<file path="src/rtl/uart_pkg.sv">
`default_nettype none
// ============================================================================
// Module      : uart_pkg
// Description : Shared types, parity encodings and parity check for UART RX.
// Revision    : 1.0 - initial release
// ============================================================================
package uart_pkg;

  typedef enum logic [2:0] {
    IDLE   = 3'd0,
    START  = 3'd1,
    DATA   = 3'd2,
    PARITY = 3'd3,
    STOP   = 3'd4
  } rx_state_t;

  localparam int   c_max_data_bits = 9;
  localparam logic c_parity_even   = 1'b0;
  localparam logic c_parity_odd    = 1'b1;

  // True when data plus the received parity bit disagree with the parity mode.
  function automatic logic parity_mismatch(
    input logic [c_max_data_bits-1:0] data,
    input logic                       par_bit,
    input logic                       odd_mode
  );
    return ((^data) ^ par_bit) != odd_mode;
  endfunction

endpackage
`default_nettype wire

</file>
<file path="src/rtl/uart_rx_sync.sv">
`default_nettype none
// ============================================================================
// Module      : uart_rx_sync
// Description : 2-FF synchroniser (resets to idle-high) with falling-edge pulse.
// Revision    : 1.0 - initial release
// ============================================================================
module uart_rx_sync (
  input  logic clk,
  input  logic reset,
  input  logic rx_in,
  output logic rx_sync,
  output logic rx_fall
);

  logic r_meta;
  logic r_sync;
  logic r_prev;

  always_ff @(posedge clk or negedge reset) begin
    if (!reset) begin
      r_meta <= 1'b1;
      r_sync <= 1'b1;
      r_prev <= 1'b1;
    end else begin
      r_meta <= rx_in;
      r_sync <= r_meta;
      r_prev <= r_sync;
    end
  end

  assign rx_sync = r_sync;
  assign rx_fall = r_prev & ~r_sync;

endmodule
`default_nettype wire

</file>
<file path="src/rtl/uart_rx_param.sv">
`default_nettype none
// ============================================================================
// Module      : uart_rx_param
// Description : Parametrised oversampling UART receiver with valid/ready output.
// Revision    : 1.0 - initial release
// ============================================================================
module uart_rx_param
  import uart_pkg::*;
#(
  parameter int DATA_BITS  = 8,
  parameter int OVERSAMPLE = 16,
  parameter int PARITY_EN  = 0,
  parameter int PARITY_ODD = 0,
  parameter int STOP_BITS  = 1
) (
  input  logic                 clk,
  input  logic                 reset,
  input  logic                 sample_tick,
  input  logic                 rx_in,
  output logic [DATA_BITS-1:0] rx_data,
  output logic                 rx_valid,
  input  logic                 rx_ready,
  output logic                 parity_err,
  output logic                 frame_err,
  output logic                 overrun,
  output logic                 busy
);

  localparam int c_tick_w = $clog2(OVERSAMPLE);
  localparam int c_bit_w  = $clog2(DATA_BITS + 1);

  localparam logic [c_tick_w-1:0] c_tick_half = c_tick_w'(OVERSAMPLE / 2 - 1);
  localparam logic [c_tick_w-1:0] c_tick_last = c_tick_w'(OVERSAMPLE - 1);
  localparam logic [c_bit_w-1:0]  c_bit_last  = c_bit_w'(DATA_BITS - 1);
  localparam logic [c_bit_w-1:0]  c_stop_last = c_bit_w'(STOP_BITS - 1);
  localparam logic                c_odd_mode  = (PARITY_ODD != 0) ? c_parity_odd : c_parity_even;

  logic w_rx;
  logic w_fall;

  rx_state_t               r_state,   w_state_nxt;
  logic [c_tick_w-1:0]     r_tick,    w_tick_nxt;
  logic [c_bit_w-1:0]      r_bit,     w_bit_nxt;
  logic [DATA_BITS-1:0]    r_shift,   w_shift_nxt;
  logic                    r_par_err, w_par_err_nxt;
  logic                    r_frm_err, w_frm_err_nxt;
  logic                    w_complete;
  logic                    w_tick_end;

  uart_rx_sync u_sync (
    .clk     (clk),
    .reset   (reset),
    .rx_in   (rx_in),
    .rx_sync (w_rx),
    .rx_fall (w_fall)
  );

  assign w_tick_end = sample_tick && (r_tick == c_tick_last);

  always_ff @(posedge clk or negedge reset) begin
    if (!reset) begin
      r_state   <= IDLE;
      r_tick    <= '0;
      r_bit     <= '0;
      r_shift   <= '0;
      r_par_err <= 1'b0;
      r_frm_err <= 1'b0;
    end else begin
      r_state   <= w_state_nxt;
      r_tick    <= w_tick_nxt;
      r_bit     <= w_bit_nxt;
      r_shift   <= w_shift_nxt;
      r_par_err <= w_par_err_nxt;
      r_frm_err <= w_frm_err_nxt;
    end
  end

  always_comb begin
    w_state_nxt   = r_state;
    w_tick_nxt    = r_tick;
    w_bit_nxt     = r_bit;
    w_shift_nxt   = r_shift;
    w_par_err_nxt = r_par_err;
    w_frm_err_nxt = r_frm_err;
    w_complete    = 1'b0;

    case (r_state)
      IDLE: begin
        if (w_fall) begin
          w_state_nxt   = START;
          w_tick_nxt    = '0;
          w_bit_nxt     = '0;
          w_par_err_nxt = 1'b0;
          w_frm_err_nxt = 1'b0;
        end
      end

      START: begin
        if (sample_tick) begin
          if (r_tick == c_tick_half) begin
            w_tick_nxt  = '0;
            // A high line at mid start bit was only a glitch.
            w_state_nxt = w_rx ? IDLE : DATA;
          end else begin
            w_tick_nxt = r_tick + 1'b1;
          end
        end
      end

      DATA: begin
        if (w_tick_end) begin
          w_tick_nxt  = '0;
          w_shift_nxt = {w_rx, r_shift[DATA_BITS-1:1]};
          w_bit_nxt   = r_bit + 1'b1;
          if (r_bit == c_bit_last) begin
            w_bit_nxt   = '0;
            w_state_nxt = (PARITY_EN != 0) ? PARITY : STOP;
          end
        end else if (sample_tick) begin
          w_tick_nxt = r_tick + 1'b1;
        end
      end

      PARITY: begin
        if (w_tick_end) begin
          w_tick_nxt    = '0;
          w_par_err_nxt = parity_mismatch(c_max_data_bits'(r_shift), w_rx, c_odd_mode);
          w_state_nxt   = STOP;
        end else if (sample_tick) begin
          w_tick_nxt = r_tick + 1'b1;
        end
      end

      STOP: begin
        if (w_tick_end) begin
          w_tick_nxt    = '0;
          w_frm_err_nxt = r_frm_err | ~w_rx;
          w_bit_nxt     = r_bit + 1'b1;
          // Leave at mid stop bit so the next start edge is caught early.
          if (r_bit == c_stop_last) begin
            w_bit_nxt   = '0;
            w_complete  = 1'b1;
            w_state_nxt = IDLE;
          end
        end else if (sample_tick) begin
          w_tick_nxt = r_tick + 1'b1;
        end
      end

      default: begin
        w_state_nxt = IDLE;
      end
    endcase
  end

  always_ff @(posedge clk or negedge reset) begin
    if (!reset) begin
      rx_data    <= '0;
      rx_valid   <= 1'b0;
      parity_err <= 1'b0;
      frame_err  <= 1'b0;
      overrun    <= 1'b0;
    end else begin
      overrun <= 1'b0;
      if (rx_valid && rx_ready) begin
        rx_valid <= 1'b0;
      end
      if (w_complete) begin
        if (!rx_valid || rx_ready) begin
          rx_data    <= r_shift;
          parity_err <= r_par_err;
          frame_err  <= w_frm_err_nxt;
          rx_valid   <= 1'b1;
        end else begin
          overrun <= 1'b1;
        end
      end
    end
  end

  assign busy = (r_state != IDLE);

endmodule
`default_nettype wire

</file>
<file path="config.mk">
export PLATFORM = sky130hd
export DESIGN_NAME = uart_rx_param
export DESIGN_NICKNAME = d
export VERILOG_FILES = /design/src/rtl/uart_pkg.sv /design/src/rtl/uart_rx_sync.sv /design/src/rtl/uart_rx_param.sv
export SDC_FILE = /design/constraint.sdc
export NUM_CORES = 1
export LEC_CHECK = 0
export BUFFER_PORTS_ARGS = -buffer_cell sky130_fd_sc_hd__buf_4
export CAP_MARGIN = 20
export CORE_MARGIN = 2
export CORE_UTILIZATION = 35
export DETAILED_ROUTE_END_ITERATION = 6
export SYNTH_ARGS = -nofsm -noshare
export SYNTH_HDL_FRONTEND = slang
export SYNTH_SLANG_ARGS = --single-unit
</file>
<file path="constraint.sdc">
create_clock -name clk -period 2.1 [get_ports clk]
set_clock_uncertainty 0.2 [all_clocks]
set_input_delay 0.105 -clock clk [delete_from_list [all_inputs] [get_ports clk]]
set_output_delay 0.105 -clock clk [all_outputs]
set_load 0.01 [all_outputs]
</file>
==> flow_metrics.env, run 1 <==
export IMPL_p_sw_share_pct=32.97
export IMPL_dp_hpwl_um=2313
export IMPL_die_h_um=73.93
export IMPL_antenna_found_initial=0
export IMPL_yosysWarnings=0
export IMPL_place_area_sq_um=2009
export IMPL_async_flop_share_pct=100.0
export IMPL_place_inst=235
export IMPL_cp_required_ps=2070
export IMPL_insertion_delay_ps=280
export IMPL_tns_ps=0
export IMPL_cp_slowest_cell="or4b_4"
export IMPL_yosysSeqAreaShare_pct=52.85
export IMPL_wl_per_cell_um=13.10
export IMPL_syn_area_sq_um=1712
export IMPL_via_per_inst=4.827
export IMPL_drc=0
export IMPL_place_congestion=0.8675
export IMPL_antenna_left=0
export IMPL_crit_end="r_bit[3]"
export IMPL_clock_path_buffers=2
export IMPL_rows=25
export IMPL_end_kind="register"
export IMPL_core_area_sq_um=4723
export IMPL_synth_fp_nets=153
export IMPL_synth_top_cell_area_share_pct=48.25
export IMPL_clock_sinks=36
export IMPL_hold_ws_ps=112.9
export IMPL_final_cell_mix="dfrtp_1, buf_4, mux2_1, o21ai_0, mux2_2"
export IMPL_cp_data_arrival_time_ps=1970
export IMPL_max_stage_delay_ps=550
export IMPL_track_usage_pct=13.72
export IMPL_critPathLaunch="r_state[1]"
export IMPL_n_antenna_cell=0
export IMPL_worstReg2RegStart="r_state[1]"
export IMPL_crit_type="register to register"
export IMPL_p_clk_share_pct=26.1
export IMPL_crit_cells=4
export IMPL_rsz0062_at_grt="no"
export IMPL_power_density_nw_per_um2=908.5
export IMPL_die_x_um=73.93
export IMPL_start_kind="register"
export IMPL_drtIter0Drc=70
export IMPL_cp_num_buf_inv=0
export IMPL_wl_um=3262
export IMPL_grt_max_degree=37
export IMPL_post_route_cell_area_sq_um=2186
export IMPL_slew_headroom_pct=65.56
export IMPL_utilization_pct=46.28
export IMPL_yosys_top_cells_area="dfrtp_1, mux2_1, mux2_2"
export IMPL_numCtsBuffers=5
export IMPL_drt_pre_antenna_iters=4
export IMPL_irDropWorstVdd_mv=0.4759
export IMPL_worstPathCellList="or4b_4 -> a21oi_4 -> a21bo_1 -> a32o_1"
export IMPL_num_io_pins=18
export IMPL_fin_crit_sh_pct=95.20
export IMPL_finalSetupViolCount=0
export IMPL_ys_ff_latch=36
export IMPL_p_sw_w=0.0006548
export IMPL_fmax_mhz=500.2
export IMPL_finalMaxSlewViolations=0
export IMPL_ys_types=40
export IMPL_vias=1202
export IMPL_layout_commonest_cell="dfrtp_1"
export IMPL_power_frac_comb_pct=32.1
export IMPL_outcome="finished clean"
export IMPL_drv_cap=0
export IMPL_start_util_pct=36.24
export IMPL_r2r_end="r_bit[3]"
export IMPL_synth_edf_count=0
export IMPL_crit_family="compound AO/OA/AOI/OAI gates"
export IMPL_grt_pass1_vias=1231
export IMPL_postSynthCellCount=145
export IMPL_ctsHtreeMaxLevel=2
export IMPL_final_cell_count_no_fill=249
export IMPL_path_clk_slew_ps=80
export IMPL_port_buffers=17
export IMPL_synth_top_flop_cell="dfrtp_1"
export IMPL_p_int_w=0.001331
export IMPL_timing_final_crit_period_ps=1999
export IMPL_synth_largest_area_cell="dfrtp_1"
export IMPL_hold_viol=0
export IMPL_fin_nets=189
export IMPL_dieArea_sq_um=5466
export IMPL_cp_max_fo=11
export IMPL_cts_tree="yes"
export IMPL_rr_worst_depth=4
export IMPL_grt_pass1_wl_um=5699
export IMPL_syn_avg_cell_area_sq_um=11.80
export IMPL_hold_path_class="input port to asynchronous set/reset pin"
export IMPL_overflow=0
export IMPL_leakagePower_nw=1.040
export IMPL_reg2reg_slack_ps=100
export IMPL_syn_to_final_growth_pct=27.70
export IMPL_share_seq_of_total_power_pct=41.8
export IMPL_max_slew_worst_pin_slew_ps=516.6
export IMPL_clockRootBuffer="clkbuf_8"
export IMPL_drive_gt1_share_pct=32.42
-- metal layers --
layer  part of all wire (%)  vias up  wire length, um  GRT usage [%]
li1                       -      588                -              -
met1                     46      592             1515          17.06
met5                      0        -                0              0
met3                    3.1        2              100          4.201
met4                   0.34        0               11          4.242
met2                     50       20             1635          23.02
-- stage by stage --
stage / worst slack [ps] / total power, W
after detailed placement: 65.45 / 0.001397
after CTS: 46.73 / 0.001933
after global routing: 13.73 / 0.002126
final: 100.9 / 0.001986
after global placement: 111.4 / 0.001382
after floorplan: 104.4 / 0.001209
-- sequential cells by signal (all words and copies together) (netlist names) --
signal	cells
frame_err	1
overrun	1
parity_err	1
r_bit	4
r_frm_err	1
r_par_err	1
r_shift	8
r_state	3
r_tick	4
rx_data	8
rx_valid	1
u_sync.r_meta	1
u_sync.r_prev	1
u_sync.rx_sync	1
-- kinds of logic after synthesis --
kind of cell,count (synthesis),synth area share (%)
DFF,36,52.85
AOI/OAI and AO/OA,34,13.52
adders and majority gates,3,2.193
and+or+nand+nor,34,11.77
xor gates and xnor gates,9,4.606
buffers and inverters,10,2.558
muxes,19,12.50
-- cells in the mapped netlist (2+ instances only) --
master    instances
dfrtp_1          33
ha_1              3
a21o_1            2
nand2_1           5
nor3b_1           3
dfstp_2           3
a21oi_1           5
nand3_1           4
mux2_1           10
inv_1             4
o21ai_1           3
xnor2_1           8
a31oi_1           2
a22o_1            2
buf_2             5
nand2b_1          8
o21ai_0          10
mux2_2            9
nor2_1            4
nor3_1            2
-- worst min path at each step --
stage          start    endpoint  slack, ps
5_1_grt        reset  rx_data[5]        150
3_5_place_dp   reset   r_tick[2]       -100
4_1_cts        reset   r_tick[2]        130
2_1_floorplan  reset   frame_err       -390
6_report       reset  r_state[0]        110
3_3_place_gp   reset  r_state[0]       -110
-- final cells by class --
type                    instances  area, sq um
inverters                       4        15.01
flip-flops and latches         36        905.9
fillers                       444         2537
well taps                      67        83.83
multi-input cells              99        785.8
clock inverters                 2        15.01
repair buffers                 35        297.8
clock buffers                   6        82.58
-- power groups by stage --
stage	Sequential (W)	Clock, W	Combinational [W]
after floorplan	0.000822	0	0.000387
after global placement	0.000833	0	0.000549
after detailed placement	0.000834	0	0.000563
after CTS	0.000823	0.000541	0.000569
after global routing	0.000842	0.000573	0.000711
final	0.000830	0.000518	0.000638
-- repair_timing --
item	in CTS	in global routing
endpoints found under the setup margin	0	17
hold buffers	4	0
hold endpoints to repair	41	0
buffers inserted	0	2
resized for setup	0	8
Note: power is estimated with default switching activity, not from simulation.
==> run 2: changes to the inputs <==
- clock period: 2.1 -> 1.79 ns (I/O delays scaled with it)
==> flow_metrics.env, run 2 (synthesis gave the netlist of run 1 again) <==
export IMPL_outcome="complete, but fails checks"
export IMPL_failed_checks="setup timing"
export IMPL_post_route_cell_area_sq_um=2765
export IMPL_die_x_um=73.93
export IMPL_place_congestion=0.8372
export IMPL_timing_final_crit_period_ps=1920
export IMPL_power_density_nw_per_um2=1254
export IMPL_die_h_um=73.93
export IMPL_layout_commonest_cell="buf_4"
export IMPL_insertion_delay_ps=290
export IMPL_num_io_pins=18
export IMPL_drtIter0Drc=82
export IMPL_critPathLaunch="r_state[1]"
export IMPL_max_slew_worst_pin_slew_ps=453.1
export IMPL_seq_area_sq_um=905.9
export IMPL_finalSetupViolCount=26
export IMPL_clockRootBuffer="clkbuf_8"
export IMPL_fmax_mhz=520.9
export IMPL_vias=1417
export IMPL_grt_met1_usage_pct=19.47
export IMPL_worstReg2RegStart="r_state[1]"
export IMPL_holdPathStages=4
export IMPL_fin_nets=220
export IMPL_grt_pass1_vias=1379
export IMPL_drc=0
export IMPL_rr_worst_depth=4
export IMPL_r2r_end="r_bit[1]"
export IMPL_cp_required_ps=1770
export IMPL_hold_viol=0
export IMPL_cp_max_fo=7
export IMPL_cts_tree="yes"
export IMPL_rsz0062_at_grt="yes"
export IMPL_drive_gt1_share_pct=60.56
export IMPL_wl_um=4518
export IMPL_end_kind="register"
export IMPL_clock_sinks=36
export IMPL_fill_cells=361
export IMPL_finalMaxSlewViolations=0
export IMPL_utilization_pct=58.54
export IMPL_core_area_sq_um=4723
export IMPL_fin_crit_sh_pct=107.2
export IMPL_min_delay_start="sample_tick"
export IMPL_holdPathEnd="r_tick[1]"
export IMPL_crit_type="register to register"
export IMPL_wl_per_cell_um=16.14
export IMPL_antenna_left=0
export IMPL_cp_data_arrival_time_ps=1900
export IMPL_hold_ws_ps=11.15
export IMPL_grt_max_degree=37
export IMPL_n_antenna_cell=0
export IMPL_drv_cap=0
export IMPL_rows=25
export IMPL_grtUsageMet2_pct=26.09
export IMPL_leakagePower_nw=1.329
export IMPL_place_inst=249
export IMPL_hold_path_class="input port to register"
export IMPL_start_util_pct=36.24
export IMPL_final_cell_count_no_fill=280
export IMPL_syn_to_final_growth_pct=61.55
export IMPL_numCtsBuffers=5
export IMPL_top_regs="r_shift (8), rx_data (8)"
export IMPL_grt_busiest_layer="met2"
export IMPL_track_usage_pct=15.73
export IMPL_path_clk_slew_ps=80
export IMPL_grt_pass1_wl_um=6444
export IMPL_tns_ps=-1994
export IMPL_overflow=0
export IMPL_multi_input_area_sq_um=1057
export IMPL_place_area_sq_um=2153
export IMPL_via_per_inst=5.061
export IMPL_antenna_found_initial=0
export IMPL_final_cell_mix="buf_4, dfrtp_1, mux2_4, buf_6, xnor2_1"
export IMPL_port_buffers=17
export IMPL_grtUsageMet3_pct=3.659
export IMPL_dp_hpwl_um=2484
export IMPL_reg2reg_slack_ps=-130
export IMPL_drt_pre_antenna_iters=4
export IMPL_dieArea_sq_um=5466
export IMPL_fin_ws_ps=-129.6
export IMPL_ctsHtreeMaxLevel=2
export IMPL_clock_path_buffers=2
export IMPL_irDropWorstVdd_mv=0.5423
export IMPL_slew_headroom_pct=69.79
export IMPL_start_kind="register"
-- run 2: where the power goes --
part           switching [W]  leakage [nW]  internal, W
clock network       0.000305        0.0784     0.000697
registers          0.0000694         0.484     0.000894
logic               0.000694         0.766     0.000808
total                0.00107          1.33      0.00240
-- run 2: worst max-delay path, cell delays in order (launching register included) --
cell	delay, ps
dfrtp_2	460
or4b_4	560
a21oi_4	180
buf_4	140
mux2_4	280
-- run 2: timing repair --
action,4_1_cts,5_1_grt
buffers inserted,6,14
hold buffers,3,0
pin swaps,7,20
cloned,1,0
setup endpoints to repair,29,31
endpoints found under the hold margin,39,0
resized for setup,23,48
-- run 2: area by class of cell --
class                   instances  share of cell area, %
inverters                       4                 0.5430
repair buffers                 65                  19.68
well taps                      67                  3.032
flip-flops and latches         36                  32.76
clock buffers                   5                  2.489
multi-input cells             100                  38.24
clock inverters                 3                  3.258
-- run 2: layer usage --
| layer | vias up | part of all wire (%) | routed length, um |
|---|---|---|---|
| met5 | - | 0 | 0 |
| met4 | 0 | 2.6 | 118 |
| met3 | 13 | 2.4 | 107 |
| met2 | 28 | 53 | 2380 |
| met1 | 713 | 42 | 1912 |
| li1 | 663 | - | - |
-- run 2: metrics by stage --
| stage | worst slack, ps | total power [W] |
|---|---|---|
| after CTS | -113.5 | 0.002989 |
| final | -129.6 | 0.003468 |
| after floorplan | -97.29 | 0.001425 |
| after global placement | -131.7 | 0.001766 |
| after global routing | -178.9 | 0.003649 |
| after detailed placement | -151.7 | 0.001802 |
-- run 2: worst max path at each step --
| stage | end | slack, ps | cells after the start |
|---|---|---|---|
| after floorplan | frame_err | -100 | 7 |
| after global placement | r_bit[3] | -130 | 6 |
| after detailed placement | r_tick[0] | -150 | 5 |
| after CTS | r_bit[3] | -110 | 4 |
| after global routing | r_state[2] | -180 | 8 |
| final | r_bit[1] | -130 | 4 |
==> run 3: changes to the inputs <==
- SKIP_LAST_GASP: unset -> 1
==> flow_metrics.env, run 3 (synthesis gave the netlist of run 1 again) <==
export IMPL_failed_checks="setup timing"
export IMPL_final_cell_count_no_fill=280
export IMPL_path_clk_slew_ps=80
export IMPL_drv_cap=0
export IMPL_critPathLaunch="r_state[1]"
export IMPL_final_cell_mix="buf_4, dfrtp_1, mux2_4, buf_6, xnor2_1"
export IMPL_max_slew_worst_pin_slew_ps=455.3
export IMPL_port_buffers=17
export IMPL_n_antenna_cell=0
export IMPL_grt_pass1_wl_um=6410
export IMPL_reg2reg_slack_ps=-100
export IMPL_antenna_found_initial=0
export IMPL_clock_path_buffers=2
export IMPL_start_kind="register"
export IMPL_end_kind="register"
export IMPL_crit_cells=4
export IMPL_vias=1413
export IMPL_place_inst=249
export IMPL_hold_path_class="input port to register"
export IMPL_die_h_um=73.93
export IMPL_outcome="complete, but fails checks"
export IMPL_wl_um=4443
export IMPL_max_stage_delay_ps=550
export IMPL_fin_crit_sh_pct=105.8
export IMPL_place_ws_ps=-151.7
export IMPL_cp_num_buf_inv=1
export IMPL_via_per_inst=5.046
export IMPL_leakagePower_nw=1.322
export IMPL_rows=25
export IMPL_insertion_delay_ps=290
export IMPL_rsz0062_at_grt="yes"
export IMPL_crit_family="simple AND/OR/NAND/NOR gates"
export IMPL_start_util_pct=36.24
export IMPL_drt_pre_antenna_iters=4
export IMPL_antenna_left=0
export IMPL_cp_required_ps=1780
export IMPL_grt_max_degree=37
export IMPL_cp_max_fo=7
export IMPL_cts_tree="yes"
export IMPL_hold_viol=0
export IMPL_numCtsBuffers=5
export IMPL_drtIter0Drc=68
export IMPL_overflow=0
export IMPL_die_x_um=73.93
export IMPL_crit_type="register to register"
export IMPL_clock_sinks=36
export IMPL_fin_nets=220
export IMPL_timing_final_crit_period_ps=1894
export IMPL_num_io_pins=18
export IMPL_track_usage_pct=15.65
export IMPL_cp_data_arrival_time_ps=1880
export IMPL_finalSetupViolCount=26
export IMPL_top_regs="r_shift (8), rx_data (8)"
export IMPL_syn_to_final_growth_pct=60.38
export IMPL_fmax_mhz=527.9
export IMPL_drive_gt1_share_pct=59.15
export IMPL_irDropWorstVdd_mv=0.4645
export IMPL_power_density_nw_per_um2=1250
export IMPL_tns_ps=-1956
export IMPL_crit_end="r_bit[1]"
export IMPL_worstPathCellList="or4b_4 -> a21oi_4 -> buf_4 -> mux2_4"
export IMPL_fin_ws_ps=-104.2
export IMPL_drc=0
export IMPL_worstReg2RegStart="r_state[1]"
export IMPL_r2r_end="r_bit[1]"
export IMPL_cp_slowest_cell="or4b_4"
export IMPL_place_congestion=0.8372
export IMPL_dp_hpwl_um=2484
export IMPL_slew_headroom_pct=69.65
export IMPL_hold_ws_ps=8.030
export IMPL_grt_pass1_vias=1369
export IMPL_wl_per_cell_um=15.87
export IMPL_clockRootBuffer="clkbuf_8"
export IMPL_dieArea_sq_um=5466
export IMPL_rr_worst_depth=4
export IMPL_ctsHtreeMaxLevel=2
export IMPL_core_area_sq_um=4723
export IMPL_layout_commonest_cell="buf_4"
export IMPL_finalMaxSlewViolations=0
==> run 3: changes by cell type in the layout (fill, tap and decap cells not counted) <==
cell	change
buf_4	+1
buf_6	-1
nand3_1	+1
nand3_2	-1
o21ai_1	+1
o21ai_2	-1
o41ai_1	+1
o41ai_2	-1
==> run 3: how the worst min path moves through the flow <==
stage,from,end,depth (start not counted)
floorplan,reset,frame_err,0
global placement,reset,r_bit[0],1
detailed placement,reset,r_bit[2],1
CTS,sample_tick,r_tick[1],4
global route,sample_tick,r_tick[1],4
finish,sample_tick,r_tick[1],4
==> run 3: metal layers <==
metal	routed length [um]	share of wire [%]	vias to the layer above	track usage (%)
met5	0	0	-	0
met1	1883	42	709	19.38
li1	-	-	662	-
met3	126	2.8	13	3.659
met2	2291	52	29	25.89
met4	141	3.2	0	7.273
==> run 3: power breakdown <==
part / switching, W / leakage (nW) / internal, W / total, W
Combinational: 0.000665 / 0.759 / 0.000798 / 0.00146
Clock: 0.000308 / 0.0784 / 0.000697 / 0.00101
Sequential: 0.0000678 / 0.484 / 0.000894 / 0.000962
==> run 3: layout make-up <==
class	instances	area [sq um]
Clock buffer	5	68.82
Clock inverter	3	90.09
Fill cell	358	1978
Inverter	4	15.01
Multi-Input combinational cell	100	1041
Sequential cell	36	905.9
Tap cell	67	83.83
Timing Repair Buffer	65	540.5
==> run 3: worst reg2reg max path, stage by stage (launching register included) <==
cell     delay (ps)
dfrtp_2         460
or4b_4          550
a21oi_4         170
buf_4           130
mux2_4          280
==> run 3: per-stage QoR <==
stage	utilization (%)	cell area [sq um]	total power (W)
finish	58.12	2745	0.003431
global route	58.12	2745	0.003607
CTS	52.56	2482	0.002976
detailed placement	45.59	2153	0.001802
global placement	45.59	2153	0.001766
floorplan	-	1775	0.001425
==> run 3: repair_timing <==
action / in CTS / in global routing
hold buffers: 3 / 0
setup buffers: 6 / 14
endpoints found under the setup margin: 29 / 31
gates cloned: 1 / 0
gates resized for setup: 22 / 45
pin swaps: 7 / 19
hold endpoints to repair: 39 / 0
